--- config.mk ---
export PLATFORM = sky130hd
export DESIGN_NAME = fifo_rd_ptr_flat
export DESIGN_NICKNAME = d
export VERILOG_FILES = /design/src/rtl/fifo_rd_ptr_if.sv /design/src/rtl/fifo_rd_ptr.sv /design/src/flat_wrapper.sv
export SDC_FILE = /design/constraint.sdc
export NUM_CORES = 1
export LEC_CHECK = 0
export ABC_CLOCK_PERIOD_IN_PS = 5200
export CORE_MARGIN = 2
export CORE_UTILIZATION = 49
export DETAILED_ROUTE_END_ITERATION = 16
export GPL_TIMING_DRIVEN = 0
export PLACE_DENSITY = 0.83
export SETUP_SLACK_MARGIN = 0.05
export SLEW_MARGIN = 20
export SYNTH_ARGS = -nofsm -noshare
export SYNTH_HDL_FRONTEND = slang
export SYNTH_SLANG_ARGS = --single-unit
--- constraint.sdc ---
create_clock -name rd_clk -period 5.2 [get_ports rd_clk]
set_input_delay 1.04 -clock rd_clk [delete_from_list [all_inputs] [get_ports rd_clk]]
set_output_delay 1.04 -clock rd_clk [all_outputs]
set_load 0.1 [all_outputs]
--- src/rtl/fifo_rd_ptr_if.sv ---
// Read-side bundle of an async FIFO: consumer handshake, pointer exchange with the
// empty-detect stage and write domain, and read-domain status flags.
interface fifo_rd_ptr_if #(
    parameter int ADDR_WIDTH = 4
);
    logic                  rd_en;
    logic                  rd_empty;
    logic [ADDR_WIDTH:0]   wr_ptr_gray;
    logic [ADDR_WIDTH-1:0] rd_addr;
    logic [ADDR_WIDTH:0]   rd_ptr_gray;
    logic [ADDR_WIDTH:0]   wr_ptr_gray_sync;
    logic [ADDR_WIDTH:0]   rd_count;
    logic                  rd_almost_empty;
    logic                  rd_underflow;

    // The read-pointer block itself
    modport slave (
        input  rd_en, rd_empty, wr_ptr_gray,
        output rd_addr, rd_ptr_gray, wr_ptr_gray_sync, rd_count,
               rd_almost_empty, rd_underflow
    );

    // The consumer / surrounding FIFO logic
    modport master (
        output rd_en, rd_empty, wr_ptr_gray,
        input  rd_addr, rd_ptr_gray, wr_ptr_gray_sync, rd_count,
               rd_almost_empty, rd_underflow
    );
endinterface

--- src/rtl/fifo_rd_ptr.sv ---
// Async FIFO read-pointer block: binary/Gray read pointer, write-pointer synchronizer,
// read-side fill level and almost-empty / underflow flags, all in the rd_clk domain.
module fifo_rd_ptr #(
    parameter int ADDR_WIDTH   = 4,
    parameter int SYNC_STAGES  = 2,
    parameter int AE_THRESHOLD = 2
) (
    input  logic          rd_clk,
    input  logic          rst_n,
    fifo_rd_ptr_if.slave  bus
);
    localparam int PW = ADDR_WIDTH + 1;
    localparam logic [PW-1:0] AE_LEVEL = PW'(AE_THRESHOLD);

    logic [PW-1:0] rd_ptr_bin_q, rd_ptr_bin_d;
    logic [PW-1:0] rd_ptr_gray_q, rd_ptr_gray_d;
    logic [PW-1:0] sync_q [SYNC_STAGES];
    logic [PW-1:0] wr_ptr_bin_sync;
    logic [PW-1:0] rd_count_q, rd_count_d;
    logic          rd_almost_empty_q, rd_almost_empty_d;
    logic          rd_underflow_q, rd_underflow_d;
    logic          rd_fire;

    function automatic logic [PW-1:0] gray_to_bin(input logic [PW-1:0] g);
        logic [PW-1:0] b;
        b[PW-1] = g[PW-1];
        for (int i = PW - 2; i >= 0; i--) begin
            b[i] = b[i+1] ^ g[i];
        end
        return b;
    endfunction

    // Count and flags use the next-state pointer so they never lag the pointer itself.
    always_comb begin
        rd_fire           = bus.rd_en & ~bus.rd_empty;
        rd_ptr_bin_d      = rd_ptr_bin_q + {{ADDR_WIDTH{1'b0}}, rd_fire};
        rd_ptr_gray_d     = rd_ptr_bin_d ^ (rd_ptr_bin_d >> 1);
        wr_ptr_bin_sync   = gray_to_bin(sync_q[SYNC_STAGES-1]);
        rd_count_d        = wr_ptr_bin_sync - rd_ptr_bin_d;
        rd_almost_empty_d = (rd_count_d <= AE_LEVEL);
        rd_underflow_d    = bus.rd_en & bus.rd_empty;
    end

    always_ff @(posedge rd_clk or negedge rst_n) begin
        if (!rst_n) begin
            rd_ptr_bin_q      <= '0;
            rd_ptr_gray_q     <= '0;
            rd_count_q        <= '0;
            rd_almost_empty_q <= 1'b1;
            rd_underflow_q    <= 1'b0;
        end else begin
            rd_ptr_bin_q      <= rd_ptr_bin_d;
            rd_ptr_gray_q     <= rd_ptr_gray_d;
            rd_count_q        <= rd_count_d;
            rd_almost_empty_q <= rd_almost_empty_d;
            rd_underflow_q    <= rd_underflow_d;
        end
    end

    // Plain flop chain on the whole Gray bus; nothing may sit between stages.
    always_ff @(posedge rd_clk or negedge rst_n) begin
        if (!rst_n) begin
            for (int i = 0; i < SYNC_STAGES; i++) begin
                sync_q[i] <= '0;
            end
        end else begin
            sync_q[0] <= bus.wr_ptr_gray;
            for (int i = 1; i < SYNC_STAGES; i++) begin
                sync_q[i] <= sync_q[i-1];
            end
        end
    end

    assign bus.rd_addr          = rd_ptr_bin_q[ADDR_WIDTH-1:0];
    assign bus.rd_ptr_gray      = rd_ptr_gray_q;
    assign bus.wr_ptr_gray_sync = sync_q[SYNC_STAGES-1];
    assign bus.rd_count         = rd_count_q;
    assign bus.rd_almost_empty  = rd_almost_empty_q;
    assign bus.rd_underflow     = rd_underflow_q;

endmodule

--- src/flat_wrapper.sv ---
// flat-port wrapper written by rule: the top's interface ports become plain ports
module fifo_rd_ptr_flat 
#(
    parameter int ADDR_WIDTH   = 4,
    parameter int SYNC_STAGES  = 2,
    parameter int AE_THRESHOLD = 2
)
  (rd_clk, rst_n, bus_rd_en, bus_rd_empty, bus_wr_ptr_gray, bus_rd_addr, bus_rd_ptr_gray, bus_wr_ptr_gray_sync, bus_rd_count, bus_rd_almost_empty, bus_rd_underflow);
  fifo_rd_ptr_if #(.ADDR_WIDTH(ADDR_WIDTH)) bus_i ();
  input  logic rd_clk;
  input  logic rst_n;
  input wire logic [$bits(bus_i.rd_en)-1:0] bus_rd_en;
  input wire logic [$bits(bus_i.rd_empty)-1:0] bus_rd_empty;
  input wire logic [$bits(bus_i.wr_ptr_gray)-1:0] bus_wr_ptr_gray;
  output wire logic [$bits(bus_i.rd_addr)-1:0] bus_rd_addr;
  output wire logic [$bits(bus_i.rd_ptr_gray)-1:0] bus_rd_ptr_gray;
  output wire logic [$bits(bus_i.wr_ptr_gray_sync)-1:0] bus_wr_ptr_gray_sync;
  output wire logic [$bits(bus_i.rd_count)-1:0] bus_rd_count;
  output wire logic [$bits(bus_i.rd_almost_empty)-1:0] bus_rd_almost_empty;
  output wire logic [$bits(bus_i.rd_underflow)-1:0] bus_rd_underflow;
  assign bus_i.rd_en = bus_rd_en;
  assign bus_i.rd_empty = bus_rd_empty;
  assign bus_i.wr_ptr_gray = bus_wr_ptr_gray;
  assign bus_rd_addr = bus_i.rd_addr;
  assign bus_rd_ptr_gray = bus_i.rd_ptr_gray;
  assign bus_wr_ptr_gray_sync = bus_i.wr_ptr_gray_sync;
  assign bus_rd_count = bus_i.rd_count;
  assign bus_rd_almost_empty = bus_i.rd_almost_empty;
  assign bus_rd_underflow = bus_i.rd_underflow;
  fifo_rd_ptr #(.ADDR_WIDTH(ADDR_WIDTH), .SYNC_STAGES(SYNC_STAGES), .AE_THRESHOLD(AE_THRESHOLD)) u_core (.rd_clk(rd_clk), .rst_n(rst_n), .bus(bus_i));
endmodule
==> impl_metrics.env <==
export IMPL_status="finished, final reports clean"
export IMPL_antenna_cells=0
export IMPL_crit_chain="clkdlybuf4s50_1 > nor2b_1 > ha_1 > nand3_1 > xor2_1 > ha_1 > a21o_1 > a31oi_1 > xnor2_1 > a2111oi_2"
export IMPL_synth_distinct_cells=19
export IMPL_worstReg2RegEnd="u_core.bus.rd_almost_empty"
export IMPL_cts_root_buf="clkbuf_4"
export IMPL_cpMaxStageDelayCell="clkdlybuf4s50_1"
export IMPL_initial_core_util_pct=53.0
export IMPL_ys_ff_latch=26
export IMPL_end_kind="flop"
export IMPL_die_x_um=50.5
export IMPL_postLayoutCoreUtil_pct=71.6
export IMPL_min_from="u_core.sync_q[6]"
export IMPL_grt_total_usage_pct=13.1
export IMPL_r2r_start="u_core.bus.wr_ptr_gray_sync[4]"
export IMPL_drive_gt1_share_pct=12.5
export IMPL_cp_top_family="compound AO/OA/AOI/OAI gates"
export IMPL_vias=597
export IMPL_fin_nets=121
export IMPL_drv_slew=0
export IMPL_fin_skew_ps=5.67
export IMPL_grt_pass1_wl_um=2470
export IMPL_regArea_sq_um=652
export IMPL_min_to="u_core.bus.wr_ptr_gray_sync[1]"
export IMPL_globalplace_congestion=0.741
export IMPL_finalWorstSetupSlack_ps=1870
export IMPL_ctsResizeCount=0
export IMPL_fill_cells=144
export IMPL_finalCritPeriodShare_pct=64.0
export IMPL_ant_nets=0
export IMPL_min_period_ps=3330
export IMPL_relSlewSlack_pct=34.6
export IMPL_cp_required_ps=5420
export IMPL_ys_seq_area_share_pct=61.4
export IMPL_multi_input_area_sq_um=353
export IMPL_syn_nets=87
export IMPL_cts_tree="built"
export IMPL_slowest_delay_ps=460
export IMPL_synth_cells=71
export IMPL_cp_start_kind="input pin"
export IMPL_route_detailed_drc=0
export IMPL_drt_wirelength_per_cell_um=11.2
export IMPL_setup_violations=0
export IMPL_r2r_slack_ps=2360
export IMPL_crit_top_cell="ha_1"
export IMPL_drt_wl_total_um=1460
export IMPL_post_place_ws_ps=1510
export IMPL_drt_pass1_iter_count=4
export IMPL_insertion_delay_ps=310
export IMPL_synth_cell_area_sq_um=1060
export IMPL_htreeDepth=1
export IMPL_die_h_um=50.5
export IMPL_port_buffers=29
export IMPL_drv_cap=0
export IMPL_dp_hpwl_um=1130
export IMPL_critical_path_class="input pin to flop"
export IMPL_hold_viol=0
export IMPL_ys_warn_count=0
export IMPL_cts_buffers=3
export IMPL_rsz0062_at_grt="no"
export IMPL_io_pins=30
export IMPL_antenna_found_initial=0
export IMPL_grt_pass1_vias=578
export IMPL_holdBufCountCts=0
export IMPL_tns_ps=0
export IMPL_min_path_cells=0
export IMPL_fmax_mhz=300
export IMPL_hp_class="flop to flop"
export IMPL_clk_pin_slew_ps=130
export IMPL_tightest_slew_ps=979
export IMPL_grt_max_degree=27
export IMPL_grt_ovfl_total=0
export IMPL_cp_max_fo=4
export IMPL_via_per_inst=4.56
export IMPL_synth_avg_cell_area_sq_um=14.9
export IMPL_rows=16
export IMPL_area_delta_synth_final_pct=35.0
export IMPL_dieArea_sq_um=2550
export IMPL_cts_buffer_depth=2
export IMPL_drt_iter0_drc=4
export IMPL_cts_sinks=26
export IMPL_reg2reg_depth=9
export IMPL_core_sq_um=2000
export IMPL_critPathBufInv=1
export IMPL_cp_data_arrival_time_ps=3550
export IMPL_post_cts_buffers=0
==> layout make-up <==
class / instances / area share (%)
sequential: 26 / 45.5
multi-input combinational: 35 / 24.6
timing repair buffer: 29 / 19.9
buffer: 5 / 2.62
tap: 27 / 2.36
clock inverter: 1 / 2.10
clock buffer: 3 / 1.57
inverter: 5 / 1.31
==> sequential cells by signal, indices dropped and copies added, names as in the netlist <==
name                         count
u_core.rd_ptr_bin_q              5
u_core.bus.rd_almost_empty       1
u_core.bus.rd_underflow          1
u_core.bus.rd_count              5
u_core.sync_q                    5
u_core.bus.wr_ptr_gray_sync      5
u_core.bus.rd_ptr_gray           4
==> through the flow <==
stage                     instance area [sq um]  instances  hold WS (ps)
after floorplan                            1060         71           331
after global placement                     1390        127           334
after detailed placement                   1390        127           336
after CTS                                  1440        131           365
after global routing                       1430        131           370
final                                      1430        131           364
==> cells in the final DEF (no fill, tap or decap) <==
cell and count:
and2_1 1, fa_1 1, nor2b_1 1, dfstp_2 1, a31oi_1 1, xnor2_1 10
xor3_2 1, nand2_1 1, clkbuf_4 3, a21oi_1 1, a21o_1 2, buf_2 1
nand3_1 1, ha_1 6, dfrtp_1 25, buf_4 5, xor3_1 1, bufinv_16 1
nand4_1 1, a2111oi_2 1, inv_1 5, xor2_1 6, clkdlybuf4s50_1 28
==> cells by family (layout without fill, tap and decap cells) <==
family / after synthesis / count (layout) / share of synthesized area [%]
buf+inv: 10 / 43 / 5.31
flops: 26 / 26 / 61.4
xor+xnor: 18 / 18 / 17.8
fa+ha+maj: 7 / 7 / 8.96
compound gates: 5 / 5 / 3.89
simple gates: 5 / 5 / 2.59
==> metal layers <==
| layer | wire [um] | track usage (%) | vias up | part of all wire [%] |
|---|---|---|---|---|
| li1 | - | - | 292 | - |
| met1 | 654 | 16.7 | 281 | 45 |
| met2 | 719 | 21.9 | 20 | 49 |
| met3 | 73 | 2.68 | 4 | 5.0 |
| met4 | 15 | 5.41 | 0 | 1.0 |
| met5 | 0 | 0 | - | 0 |
==> worst max path at each step <==
stage | slack (ps) | to | startpoint | depth (start not counted)
detailed placement | 1510 | u_core.bus.rd_almost_empty | bus_rd_en | 10
floorplan | 2190 | u_core.bus.rd_almost_empty | bus_rd_en | 9
CTS | 1840 | u_core.bus.rd_almost_empty | bus_rd_en | 10
finish | 1870 | u_core.bus.rd_almost_empty | bus_rd_en | 10
global route | 1640 | u_core.bus.rd_almost_empty | bus_rd_en | 10
global placement | 1570 | u_core.bus.rd_almost_empty | bus_rd_en | 10
==> Yosys cell counts (all sizes together) <==
library cell / count / area, sq um
a21o: 2 / 15.0
xnor2: 10 / 87.6
fa: 1 / 20.0
dfstp: 1 / 26.3
a2111oi: 1 / 15.0
inv: 5 / 18.8
buf: 5 / 37.5
dfrtp: 25 / 626
nand2: 1 / 3.75
nor2b: 1 / 6.26
a31oi: 1 / 6.26
ha: 6 / 75.1
and2: 1 / 6.26
nand4: 1 / 6.26
xor2: 6 / 52.6
nand3: 1 / 5.00
xor3: 2 / 48.8
a21oi: 1 / 5.00
Power is not shown: default switching activity piles up to over one toggle a cycle in this logic, so the estimate is an artifact.
